File: src/rtl/regfile_mp.sv
// regfile_mp: multi-port architectural register file for the RV32IMC pipeline.
// NRD combinational read ports, two synchronous write ports (in-order
// writeback on port 0, long-latency writeback on port 1), optional same-cycle
// write-to-read forwarding and a per-register pending scoreboard that tracks
// outstanding long-latency results.
module regfile_mp #(
    parameter int XLEN     = 32,
    parameter int NREGS    = 32,
    parameter int AW       = 5,
    parameter int NRD      = 2,
    parameter bit ZERO_REG = 1'b1,
    parameter bit BYPASS   = 1'b1
) (
    input  logic                clk,
    input  logic                rst,
    input  logic                wr0_en,
    input  logic [AW-1:0]       wr0_addr,
    input  logic [XLEN-1:0]     wr0_data,
    input  logic                wr1_en,
    input  logic [AW-1:0]       wr1_addr,
    input  logic [XLEN-1:0]     wr1_data,
    input  logic                pend_set_en,
    input  logic [AW-1:0]       pend_set_addr,
    input  logic                flush,
    input  logic [NRD*AW-1:0]   rd_addr,
    output logic [NRD*XLEN-1:0] rd_data,
    output logic [NRD-1:0]      rd_pend,
    output logic                pend_any
);

    localparam logic [AW-1:0] ZERO_ADDR = {AW{1'b0}};

    // Storage and scoreboard state
    logic [XLEN-1:0]  mem_r [NREGS];
    logic [NREGS-1:0] pend_r;
    logic             pend_any_r;

    // Qualified write / set strobes (x0 writes and sets dropped when hardwired)
    logic             wr0_ok_s;
    logic             wr1_ok_s;
    logic             pend_set_ok_s;
    logic [NREGS-1:0] pend_nxt_s;

    // True when an address refers to a register that can hold state
    function automatic logic addr_live(input logic [AW-1:0] addr);
        addr_live = !(ZERO_REG && (addr == ZERO_ADDR));
    endfunction

    // Qualify the write ports and the pending-set strobe against x0
    always_comb begin
        wr0_ok_s      = wr0_en      && addr_live(wr0_addr);
        wr1_ok_s      = wr1_en      && addr_live(wr1_addr);
        pend_set_ok_s = pend_set_en && addr_live(pend_set_addr);
    end

    // Next scoreboard state: wr1 clear, then flush, then set (set wins last)
    always_comb begin
        pend_nxt_s = pend_r;
        if (wr1_en) begin
            pend_nxt_s[wr1_addr] = 1'b0;
        end else begin
            pend_nxt_s = pend_nxt_s;
        end
        if (flush) begin
            pend_nxt_s = {NREGS{1'b0}};
        end else begin
            pend_nxt_s = pend_nxt_s;
        end
        if (pend_set_ok_s) begin
            pend_nxt_s[pend_set_addr] = 1'b1;
        end else begin
            pend_nxt_s = pend_nxt_s;
        end
        if (ZERO_REG) begin
            pend_nxt_s[0] = 1'b0;
        end else begin
            pend_nxt_s = pend_nxt_s;
        end
    end

    // Register array update: wr1 first so that wr0 wins on an address collision
    always_ff @(posedge clk) begin
        if (rst) begin
            for (int i = 0; i < NREGS; i++) begin
                mem_r[i] <= {XLEN{1'b0}};
            end
        end else begin
            if (wr1_ok_s) begin
                mem_r[wr1_addr] <= wr1_data;
            end
            if (wr0_ok_s) begin
                mem_r[wr0_addr] <= wr0_data;
            end
        end
    end

    // Scoreboard and registered pend_any summary
    always_ff @(posedge clk) begin
        if (rst) begin
            pend_r     <= {NREGS{1'b0}};
            pend_any_r <= 1'b0;
        end else begin
            pend_r     <= pend_nxt_s;
            pend_any_r <= |pend_nxt_s;
        end
    end

    // Combinational read ports with optional same-cycle forwarding
    always_comb begin
        logic [AW-1:0] a;
        rd_data = {(NRD*XLEN){1'b0}};
        rd_pend = {NRD{1'b0}};
        for (int p = 0; p < NRD; p++) begin
            a = rd_addr[p*AW +: AW];
            if (!addr_live(a)) begin
                rd_data[p*XLEN +: XLEN] = {XLEN{1'b0}};
                rd_pend[p]              = 1'b0;
            end else if (BYPASS) begin
                if (wr0_ok_s && (wr0_addr == a)) begin
                    rd_data[p*XLEN +: XLEN] = wr0_data;
                end else if (wr1_ok_s && (wr1_addr == a)) begin
                    rd_data[p*XLEN +: XLEN] = wr1_data;
                end else begin
                    rd_data[p*XLEN +: XLEN] = mem_r[a];
                end
                if (wr1_en && (wr1_addr == a)) begin
                    rd_pend[p] = 1'b0;
                end else begin
                    rd_pend[p] = pend_r[a];
                end
            end else begin
                rd_data[p*XLEN +: XLEN] = mem_r[a];
                rd_pend[p]              = pend_r[a];
            end
        end
    end

    assign pend_any = pend_any_r;

endmodule

File: config.mk
export PLATFORM = sky130hd
export DESIGN_NAME = regfile_mp
export DESIGN_NICKNAME = d
export VERILOG_FILES = /design/src/rtl/regfile_mp.sv
export SDC_FILE = /design/constraint.sdc
export NUM_CORES = 2
export LEC_CHECK = 0
export BUFFER_PORTS_ARGS = -buffer_cell sky130_fd_sc_hd__buf_4
export CORE_AREA = 2 2 515 517
export DETAILED_ROUTE_END_ITERATION = 7
export DIE_AREA = 0 0 517 519
export GPL_TIMING_DRIVEN = 0
export HOLD_SLACK_MARGIN = 0.02
export PLACE_DENSITY = 0.47
export RECOVER_POWER = 100
export SLEW_MARGIN = 40
export SYNTH_ARGS = -nofsm -noshare
export SYNTH_HDL_FRONTEND = slang
export SYNTH_SLANG_ARGS = --single-unit
File: constraint.sdc
create_clock -name clk -period 4.8 [get_ports clk]
set_clock_uncertainty 0.1 [all_clocks]
set_input_delay 0.24 -clock clk [delete_from_list [all_inputs] [get_ports clk]]
set_output_delay 0.24 -clock clk [all_outputs]
set_load 0.05 [all_outputs]
==> results.json <==
{
  "critical_path_class": "in -> out",
  "die_w_microns": 517,
  "clock_sinks": 1056,
  "cts_tree": "done",
  "pre_cts_slack_ps": -575,
  "synth_ff_type": "edfxtp_1",
  "postLayoutCoreUtil_pct": 28.8,
  "nNetsFinal": 6521,
  "required_ps": 4460,
  "viasPerCell": 5.81,
  "dr.pass1.iters": 6,
  "min_to": "mem_r[1][20]",
  "core_sq_um": 263000,
  "wirelength_microns": 378000,
  "dpl.cell_count": 9783,
  "yosysWarnings": 0,
  "die-area_sq_um": 268000,
  "p_per_area_nw_per_um2": 334,
  "startpoint_type": "input port",
  "cp.arrival_ps": 4720,
  "r2r-end": "pend_any",
  "antenna_left": 0,
  "final_cell_count_no_fill": 10100,
  "first_global_vias": 54500,
  "period_needed_ps": 5060,
  "grt_first_pass_wirelength_microns": 494000,
  "grt_use_total_pct": 27.4,
  "ys_seq_area_share_pct": 48.0,
  "power_uw": 25300,
  "antenna_found_initial": 29,
  "worstHoldPathCells": 2,
  "wl_per_cell_microns": 37.5,
  "start_util_pct": 24.8,
  "synth_top_area_share_pct": 47.1,
  "synth_edf_count": 1024,
  "vias": 58500,
  "r2r_cells": 4,
  "min_from": "wr0_data[20]",
  "setup_viol": 100,
  "hold_path_class": "in -> reg",
  "post_synth_inst_count": 6087,
  "fillerInstances": 27400,
  "die_h_microns": 519,
  "violations": "capacitance limit, slew limit, setup timing",
  "syn-cell-area_sq_um": 65300,
  "clkTransAtPathRegs_ps": 60,
  "timing.final.crit_share_pct": 105,
  "clk_path_buf_depth": 3,
  "clock-root-buffer": "clkbuf_16",
  "ir_worst_vdd_uv": 313,
  "synth_area_per_cell_sq_um": 10.7,
  "yosys.cell_count.top_type": "nand2_1",
  "clk_latency_ps": 800,
  "setup_ws_ps": -258,
  "run_status": "finished, violations left",
  "dr.first_iter.drc_count": 9820,
  "yosys-top-cells-area": "edfxtp_1, mux4_2, nand2_1",
  "cp_max_fo": 10,
  "drv_slew": 706,
  "rr_startpoint": "pend_r[30]",
  "yosys-top-cells-count": "nand2_1, edfxtp_1, o21ai_0",
  "r2r_setup_slack_ps": 3150,
  "fmax_mhz": 198,
  "hold_violations": 0,
  "netlist.top_cell.by_area": "edfxtp_1",
  "cts_buffers": 119,
  "drc": 0,
  "syn_to_final_growth_pct": 15.9,
  "grt_max_degree": 33,
  "synthArstFlopShare_pct": 0,
  "grt_overflow": 0,
  "slew_headroom_pct": -56.8,
  "cap_violations": 30,
  "cellLeakagePower_uw": 0.0232,
  "ys_types": 60,
  "tightest_slew_ps": 2350,
  "setup_tns_ps": -4750,
  "row_count": 189,
  "endpoint_kind": "output pin",
  "pin_count": 162,
  "cts_setup_buffers": 0,
  "h-tree-depth": 3,
  "gp_congestion": 1.09,
  "drive_above_1_share_pct": 18.4,
  "dp_hpwl_microns": 296000,
  "numPortBuffers": 80,
  "ys_ff_latch": 1056
}
## what timing repair did
action                                 CTS  global route
setup endpoints to repair               18             6
hold buffers                            54             0
endpoints found under the hold margin   81             0
gates resized for setup                 11             3
## layout make-up
cell class / count / area (sq um) / area share, %
Clock buffer: 149 / 3150 / 4.16
Multi-Input combinational cell: 4267 / 30900 / 40.9
Sequential cell: 1056 / 31400 / 41.4
Buffer: 791 / 3380 / 4.46
Inverter: 4 / 15.0 / 0.0198
Clock inverter: 69 / 723 / 0.955
Antenna cell: 16 / 40.0 / 0.0529
Timing Repair Buffer: 187 / 1670 / 2.20
Tap cell: 3533 / 4420 / 5.84
## power breakdown
part / internal, uW / switching (uW)
Combinational: 1450 / 3190
Sequential: 10700 / 352
Clock: 5330 / 4300
Total: 17500 / 7850
## stage by stage
stage	cell area, sq um	hold slack [ps]
floorplan	65400	418
global placement	70500	475
detailed placement	71900	472
CTS	76400	26.1
global route	75700	27.9
finish	75700	18.9
## kinds of logic (layout without fill, tap and decap cells)
| logic type | after synthesis | count (layout) | share of synthesized area (%) |
|---|---|---|---|
| AO/OA/AOI/OAI | 1236 | 1236 | 10.7 |
| XOR/XNOR | 20 | 20 | 0.268 |
| buffers and inverters | 795 | 1200 | 4.89 |
| flip-flops | 1056 | 1056 | 48.0 |
| multiplexers | 749 | 749 | 22.5 |
| other | 1 | 48 | 0.00574 |
| AND/OR/NAND/NOR | 2230 | 2230 | 13.6 |
## cell usage in the layout, fill, tap and decap left out, types with 21 or more instances in the layout
cell type | Yosys | final
nand2_1 | 1924 | 1924
edfxtp_1 | 1024 | 1024
o21ai_0 | 910 | 920
mux4_2 | 570 | 570
clkbuf_1 | 597 | 544
clkbuf_2 | 20 | 170
nor2_1 | 159 | 156
clkbuf_16 | 0 | 121
mux2i_1 | 113 | 112
buf_2 | 86 | 107
a22o_1 | 96 | 96
mux2_2 | 66 | 66
buf_4 | 9 | 55
a21oi_1 | 55 | 55
o22ai_1 | 56 | 54
dlygate4sd3_1 | 0 | 54
buf_1 | 73 | 38
conb_1 | 1 | 32
dfxtp_1 | 32 | 32
a32oi_1 | 31 | 31
or3_1 | 29 | 29
clkinv_1 | 0 | 25
nor2b_1 | 21 | 21
## critical path, stage by stage
cell,delay [ps]
buf_2,460
buf_6,420
buf_6,430
buf_4,420
nand2b_1,210
clkbuf_1,400
buf_2,440
o22ai_1,580
nor2_1,110
o21ai_2,490
clkbuf_4,360
## worst max-delay path by stage
stage / endpoint / slack, ps / cells past startpoint / startpoint
after floorplan: rd_data[47] / 1440 / 9 / wr0_addr[4]
after global placement: rd_data[49] / -1190 / 11 / rd_addr[5]
after detailed placement: rd_data[51] / -570 / 11 / rd_addr[5]
after CTS: rd_data[49] / 10 / 11 / rd_addr[5]
after global routing: rd_data[47] / -0.9 / 11 / rd_addr[5]
final: rd_data[51] / -260 / 11 / rd_addr[5]
## flip-flops by register name (all words and copies together), names as in the netlist
name	flops
mem_r	1024
pend_any	1
pend_r	31
## per-layer routing
layer  global-route usage, %  wire (microns)  up-vias
li1                        -               -    23000
met3                    7.23           42400     1141
met5                   0.342             161        -
met1                    32.7          134000    29700
met2                    41.6          165000     4594
met4                    21.5           36400        8
(Power assumes the default switching activity.)
